`config.mk`:
```
export PLATFORM = sky130hd
export DESIGN_NAME = mode_counter
export DESIGN_NICKNAME = d
export VERILOG_FILES = /design/src/rtl/mode_counter.sv
export SDC_FILE = /design/constraint.sdc
export NUM_CORES = 1
export LEC_CHECK = 0
export ABC_AREA = 1
export BUFFER_PORTS_ARGS = -buffer_cell sky130_fd_sc_hd__buf_2
export CORE_MARGIN = 2
export CORE_UTILIZATION = 45
export CTS_CLUSTER_SIZE = 14
export DETAILED_ROUTE_END_ITERATION = 8
export GPL_TIMING_DRIVEN = 0
export PLACE_DENSITY = 0.71
export REMOVE_ABC_BUFFERS = 1
export SETUP_SLACK_MARGIN = 0.05
export SLEW_MARGIN = 20
export SYNTH_ARGS = -nofsm -noshare
export SYNTH_HDL_FRONTEND = slang
export SYNTH_SLANG_ARGS = --single-unit
```
`constraint.sdc`:
```
create_clock -name clk -period 3.19 [get_ports clk]
set_input_delay 0.638 -clock clk [delete_from_list [all_inputs] [get_ports clk]]
set_output_delay 0.638 -clock clk [all_outputs]
set_load 0.005 [all_outputs]
```
`src/rtl/mode_counter.sv`:
```
// mode_counter: programmable-period up/down counter with one-shot mode,
// mid-period tick and a saturating wrap counter.
module mode_counter #(
   parameter int CNT_W      = 16,
   parameter int WRAP_W     = 8,
   parameter int PERIOD_RST = 16
) (
   input  logic              clk,
   input  logic              rst_n,
   input  logic              en,
   input  logic              clr,
   input  logic              start,
   input  logic              load,
   input  logic [CNT_W-1:0]  load_val,
   input  logic [CNT_W-1:0]  period,
   input  logic              dir,
   input  logic              one_shot,
   output logic [CNT_W-1:0]  cnt,
   output logic              cnt_end,
   output logic              cnt_mid,
   output logic              busy,
   output logic [WRAP_W-1:0] wrap_cnt
);

   typedef enum logic {IDLE, RUN} state_t;

   localparam logic [CNT_W-1:0]  ONE  = CNT_W'(1);
   localparam logic [CNT_W-1:0]  PRST = CNT_W'(PERIOD_RST);
   localparam logic [WRAP_W-1:0] WMAX = '1;

   state_t state, state_d;

   logic [CNT_W-1:0]  cnt_d;
   logic [CNT_W-1:0]  p_lat, p_lat_d;
   logic [CNT_W-1:0]  p_new, p_top;
   logic [CNT_W-1:0]  s_val, t_val, m_val;
   logic [CNT_W-1:0]  s_new, lv_clip;
   logic [WRAP_W-1:0] wrap_d;
   logic              active, step, start_ok;

   // Derived values from the latched period and the current direction
   always_comb begin
      p_new   = (period == '0) ? ONE : period;
      p_top   = p_lat - ONE;
      s_val   = dir ? p_top : '0;
      t_val   = dir ? '0 : p_top;
      m_val   = dir ? (p_top - (p_lat >> 1)) : (p_lat >> 1);
      s_new   = dir ? (p_new - ONE) : '0;
      lv_clip = (load_val <= p_top) ? load_val : p_top;
   end

   // Tick outputs and next-state logic, priority clr > load > start > step
   always_comb begin
      active   = (state == RUN) || !one_shot;
      busy     = active;
      step     = en && active && !clr && !load;
      cnt_end  = step && (cnt == t_val);
      cnt_mid  = step && (cnt == m_val);
      start_ok = start && one_shot && (state == IDLE) && !clr && !load;
      state_d  = state;
      cnt_d    = cnt;
      p_lat_d  = p_lat;
      wrap_d   = wrap_cnt;
      if (clr) begin
         cnt_d   = s_val;
         p_lat_d = p_new;
         wrap_d  = '0;
         state_d = IDLE;
      end else if (load) begin
         cnt_d = lv_clip;
      end else if (start_ok) begin
         cnt_d   = s_new;
         p_lat_d = p_new;
         state_d = RUN;
      end else if (step) begin
         if (cnt_end) begin
            cnt_d   = s_val;
            p_lat_d = p_new;
            state_d = IDLE;
            if (wrap_cnt != WMAX)
               wrap_d = wrap_cnt + WRAP_W'(1);
         end else begin
            cnt_d = dir ? (cnt - ONE) : (cnt + ONE);
         end
      end
      if (!one_shot)
         state_d = RUN;
   end

   // State, count, period latch and wrap counter registers
   always_ff @(posedge clk or negedge rst_n) begin
      if (!rst_n) begin
         state    <= IDLE;
         cnt      <= '0;
         p_lat    <= PRST;
         wrap_cnt <= '0;
      end else begin
         state    <= state_d;
         cnt      <= cnt_d;
         p_lat    <= p_lat_d;
         wrap_cnt <= wrap_d;
      end
   end

endmodule

```
Yosys cells after proc, flatten, opt, wreduce, memory -nomap -nowiden
Cells that the tools add are included.
- register bits after elaboration: 41
- word-level logic and storage cells: 72
- reduce and logical (&&, ||, !) cells: 23
- mux-type cells: 29
- magnitude comparators: 1
- bitwise operators: 1
- add/subtract/negate cells: 6
- equal/unequal tests: 8
- operator list (cell ; count):
    16-bit two-way mux ; 17
    8-bit two-way mux ; 6
    16-bit by 1-bit subtractor with 16-bit output, second input constant ; 3
    16-bit == test ; 2
    16-bit by 1-bit adder with 16-bit output, second input constant ; 1
    16-bit less-or-equal comparator ; 1
    16-bit logical NOT ; 1
    16-bit by 15-bit subtractor with 16-bit output ; 1
    1-bit logical AND ; 9
    8-bit by 1-bit adder with 8-bit output, second input constant ; 1
    4-bit by 2-bit inequality test with 1-bit output, second input constant ; 2
    8-bit inequality test, second input constant ; 1
    1-bit two-way mux ; 6
    3-bit AND reduction ; 2
    2-bit nonzero test ; 3
    3-bit nonzero test ; 2
    5-bit AND reduction ; 1
    2-bit inequality test, second input constant ; 2
    4-bit nonzero test ; 1
    1-bit logical NOT ; 3
    3-bit inequality test, second input constant ; 1
    1-bit logical OR ; 1
    1-bit inverter ; 1

Depth between registers and ports, before layout
- depth in word-level cells: 12
- gate-level depth with buffers: 21

Worst setup path after synthesis
OpenSTA, ideal clock, no wires.
- path kind: register to output
- from: register p_lat[0]
- to: output port cnt_mid
- arrival time: 2810 ps
- buffers on the path: 1
- cell stages (with the launch flop): 22
- slack: -258 ps
- data required time: 2552 ps
- path through: dfrtp_1 -> inv_2 -> ha_1 -> nand2_1 -> inv_2 -> nand3_1 -> nand2_1 -> inv_1 -> ha_1 -> clkbuf_1 -> a21oi_1 -> o21ai_0 -> nand2_1 -> nand3b_1 -> nor2_1 -> o21ai_0 -> nand2_1 -> nand2_1 -> nand2_1 -> nor2_1 -> nand4_1 -> nor3_2
- word-level cells in the longest chain between the ends: 5
- ends and longest elaborated chain (item ; line ; source):
    from (decl) ; 34 ; logic [CNT_W-1:0] p_lat, p_lat_d;
    from (signal assigned) ; 100 ; p_lat <= p_lat_d;
    16-bit by 1-bit subtractor with 16-bit output ; 44 ; p_top = p_lat - ONE;
    16-bit by 15-bit subtractor with 16-bit output ; 47 ; m_val = dir ? (p_top - (p_lat >> 1)) : (p_lat >> 1);
    16-bit two-way mux ; 47 ;
    16-bit == test ; 58 ; cnt_mid = step && (cnt == m_val);
    1-bit logical AND ; 58 ;
    to (decl) ; 20 ; output logic cnt_mid,
No other way between the ends.

Worst setup path in the final report
- from: register p_lat[2]
- to: output port cnt_mid
- word-level cells in the longest chain between the ends: 5
- ends and longest elaborated chain (item ; line):
    16-bit by 1-bit subtractor with 16-bit output ; 44
    16-bit by 15-bit subtractor with 16-bit output ; 47
    16-bit two-way mux (*) ; 47
    16-bit == test (*) ; 58
    1-bit logical AND (*) ; 58
Every way passes the cells marked *; elsewhere a longest branch is shown, timed or not.

==> results.cfg <==
[setup_path]
cp_max_fo = 6
critPathTopFamily = simple AND/OR/NAND/NOR gates
cp_slowest_cell = dfrtp_2
crit_arrival_ns = 3.19
r2r_cells = 18
required_ns = 2.55
worst-path-buf-inv = 2
cp_slowest_stage_delay_ns = 0.45
crit_type = flop to output port
end_kind = output port
path_cells = nor2_4 > nand2_4 > nor2_4 > nand2_2 > nand2_2 > inv_2 > ha_4 > nand2_1 > nor2_4 > nand3_1 > nand3_2 > xor2_1 > nand2_1 > nand3_1 > nand2_1 > nor2_1 > nand4_1 > nor3_2 > buf_2
start_kind = flop
cp.depth = 19

[finish]
nets = 1236
area.growth.synth_to_final_pct = 26.1
utilization_pct = 57.5
drive_gt1_share_pct = 25.2
final_area_um2 = 7900
num_antenna_cells = 0

[die]
die_w_um = 122
core_um2 = 13700
core.rowCount = 43
start_util_pct = 45.6
die_y_um = 122
ioPinCount = 67
die-area_um2 = 14900

[grt]
grt_first_pass_wirelength_mm = 34.4
grt_pass1_vias = 7042
antenna_found_initial = 0
grt_max_degree = 59
overflow = 0
grt_usage_pct = 29.2

[detailed_routing]
initialDrtViolationCount = 831
wl_per_cell_um = 16.7
drt_first_pass_iters = 5
route.detailed.drc = 0
vias = 7594
drtAntennaViolNets = 0
drt-total-wl_mm = 22.2
vias_per_cell = 5.72

[timing]
worstMarginPinSlew_ns = 1.21
fin_skew_ns = 0.00491
post-route-min-period_ns = 3.83
worst_slack_ns = -0.641
slew-limit-headroom_pct = 19.2
rsz0062_at_grt = true
finalSetupViolCount = 3
fin_crit_sh_pct = 120
max_freq_mhz = 261
finalMaxSlewViolations = 0
hold_violations = 0

[clocking]
cts_root_buf = clkbuf_16
ctsLongestPathBuffers = 2
cts_tree = built
cts_sinks = 41
clk_pin_slew_ns = 0.07
cts_buffers = 5
htree_levels = 2
clkLatencyLatePin_ns = 0.29

[placement]
dp_hpwl_mm = 15.6
finalWeightedCongestion = 0.937
portBuffers = 66
place_area_um2 = 6630

[synth]
seq_area_frac_synth_pct = 16.4
synth.most_common_cell = nand2_1
yosysWarnings = 0
synth_edf_count = 0
synth_area_um2 = 6260
ys_ff_latch = 41
synth-main-ff-cell = dfrtp_1
synthArstFlopShare_pct = 100
synth_top_area_share_pct = 16.6
synth.avg_cell_area_um2 = 5.96
yosysTopAreaCell = nand2_1
yosysUniqueCellTypes = 47
synthTopCellsByCount = 277 x nand2_1, 125 x inv_1, 123 x nor2_1, 99 x nand3_1, 63 x o21ai_0
synth.top_cells.by_area = nand2_1 17%, dfrtp_1 16%, ha_1 9.6%
netlist_instances = 1050

[outcome]
status = complete, but fails checks
violations = negative setup slack

[power]
p_total_mw = 3.55
p_leak_nw = 3.88
ir_drop_v = 0.000255
power_density_nw_per_um2 = 449

[job]
maxCapViolations = 0

[worst_hold_path]
hold_class = input pin to async pin
-- state kept, by name, indices dropped and copies added, names as in the netlist --
signal,cells
wrap_cnt,8
cnt,16
state,1
p_lat,16
-- cell families (layout without fill, tap and decap cells) --
logic type	after synthesis	after routing	share of synthesized area, %
buf+inv	162	257	10.9
compound gates	184	184	16.7
simple gates	575	577	40.5
xor+xnor	38	38	5.31
fa+ha+maj	50	50	10.2
flops	41	41	16.4
-- worst reg2reg max path, cell delays in order (launching register included) --
cell,delay [ns]
dfrtp_2,0.44
inv_4,0.09
ha_4,0.20
nand3_4,0.14
inv_2,0.09
nand2_1,0.05
nand2_1,0.07
nand2_2,0.07
buf_4,0.15
ha_1,0.31
nand4_1,0.22
nor3_4,0.34
buf_6,0.17
nand2_8,0.10
buf_12,0.19
a21oi_1,0.14
nor2_1,0.07
nor2_1,0.14
a21oi_2,0.07
-- per-stage QoR --
step           setup TNS, ns  hold slack (ns)  setup WS, ns  std cells
3_3_place_gp          -36.43            0.509         -1.09       1266
2_1_floorplan         -0.193            0.342        -0.193       1020
6_report              -0.722            0.352        -0.641       1327
3_5_place_dp          -38.69            0.511         -1.10       1266
4_1_cts               -0.697            0.524        -0.541       1308
5_1_grt                -2.45            0.398        -0.873       1327
-- final timing paths --
| path | from | end | slack, ns |
|---|---|---|---|
| min | rst_n | p_lat[13]$_DFFE_PN0P_ | 0.35 |
| min reg2reg | state$_DFFE_PN0P_ | state$_DFFE_PN0P_ | 0.52 |
| max | p_lat[2]$_DFFE_PN0P_ | cnt_mid | -0.64 |
| max reg2reg | p_lat[0]$_DFFE_PN0P_ | cnt[12]$_DFFE_PN0P_ | 0.02 |
| max in group asynchronous | rst_n | p_lat[0]$_DFFE_PN0P_ | 2.39 |
| min in group clk | state$_DFFE_PN0P_ | state$_DFFE_PN0P_ | 0.52 |
-- layout make-up --
class / instances / area (um2)
Clock inverter: 3 / 65.1
Fill cell: 1351 / 5820
Timing Repair Buffer: 117 / 744
Tap cell: 180 / 225
Multi-Input combinational cell: 849 / 5180
Clock buffer: 5 / 125
Sequential cell: 41 / 1040
Inverter: 132 / 520
-- layer usage --
metal  vias to the layer above  wire length, um  global-route usage, %
met3                        86             1780                   4.31
met4                         0              937                   10.6
met5                         -                0                      0
li1                       3648                -                      -
met2                       391            10200                   49.3
met1                      3469             9320                   37.9
-- where the power goes --
| group | leakage [nW] | total [mW] | internal (mW) | switching [mW] |
|---|---|---|---|---|
| sequential | 0.498 | 0.750 | 0.592 | 0.158 |
| clock | 0.0938 | 0.693 | 0.448 | 0.245 |
| combinational | 3.29 | 2.10 | 0.844 | 1.26 |
| total | 3.88 | 3.55 | 1.88 | 1.66 |
-- cell usage in the layout (no fill, tap or decap), types with 25 or more instances in the layout --
master   netlist  layout
nand2_1      277     251
nor2_1       123     110
inv_1        125     108
nand3_1       99      89
buf_2          7      63
o21ai_0       63      52
buf_4          3      49
a21oi_1       57      47
ha_1          48      34
dfrtp_1       40      33
o21ai_1       26      30
nand4_1       27      27
nand2_2        7      25
xor2_1        25      25
-- timing repair --
item,CTS,global route
setup endpoints to repair,43,37
pin swaps,43,18
setup buffers,34,17
cloned,0,2
hold buffers,0,0
gates resized for setup,136,34
No activity file was read; power rests on OpenSTA's default activity.
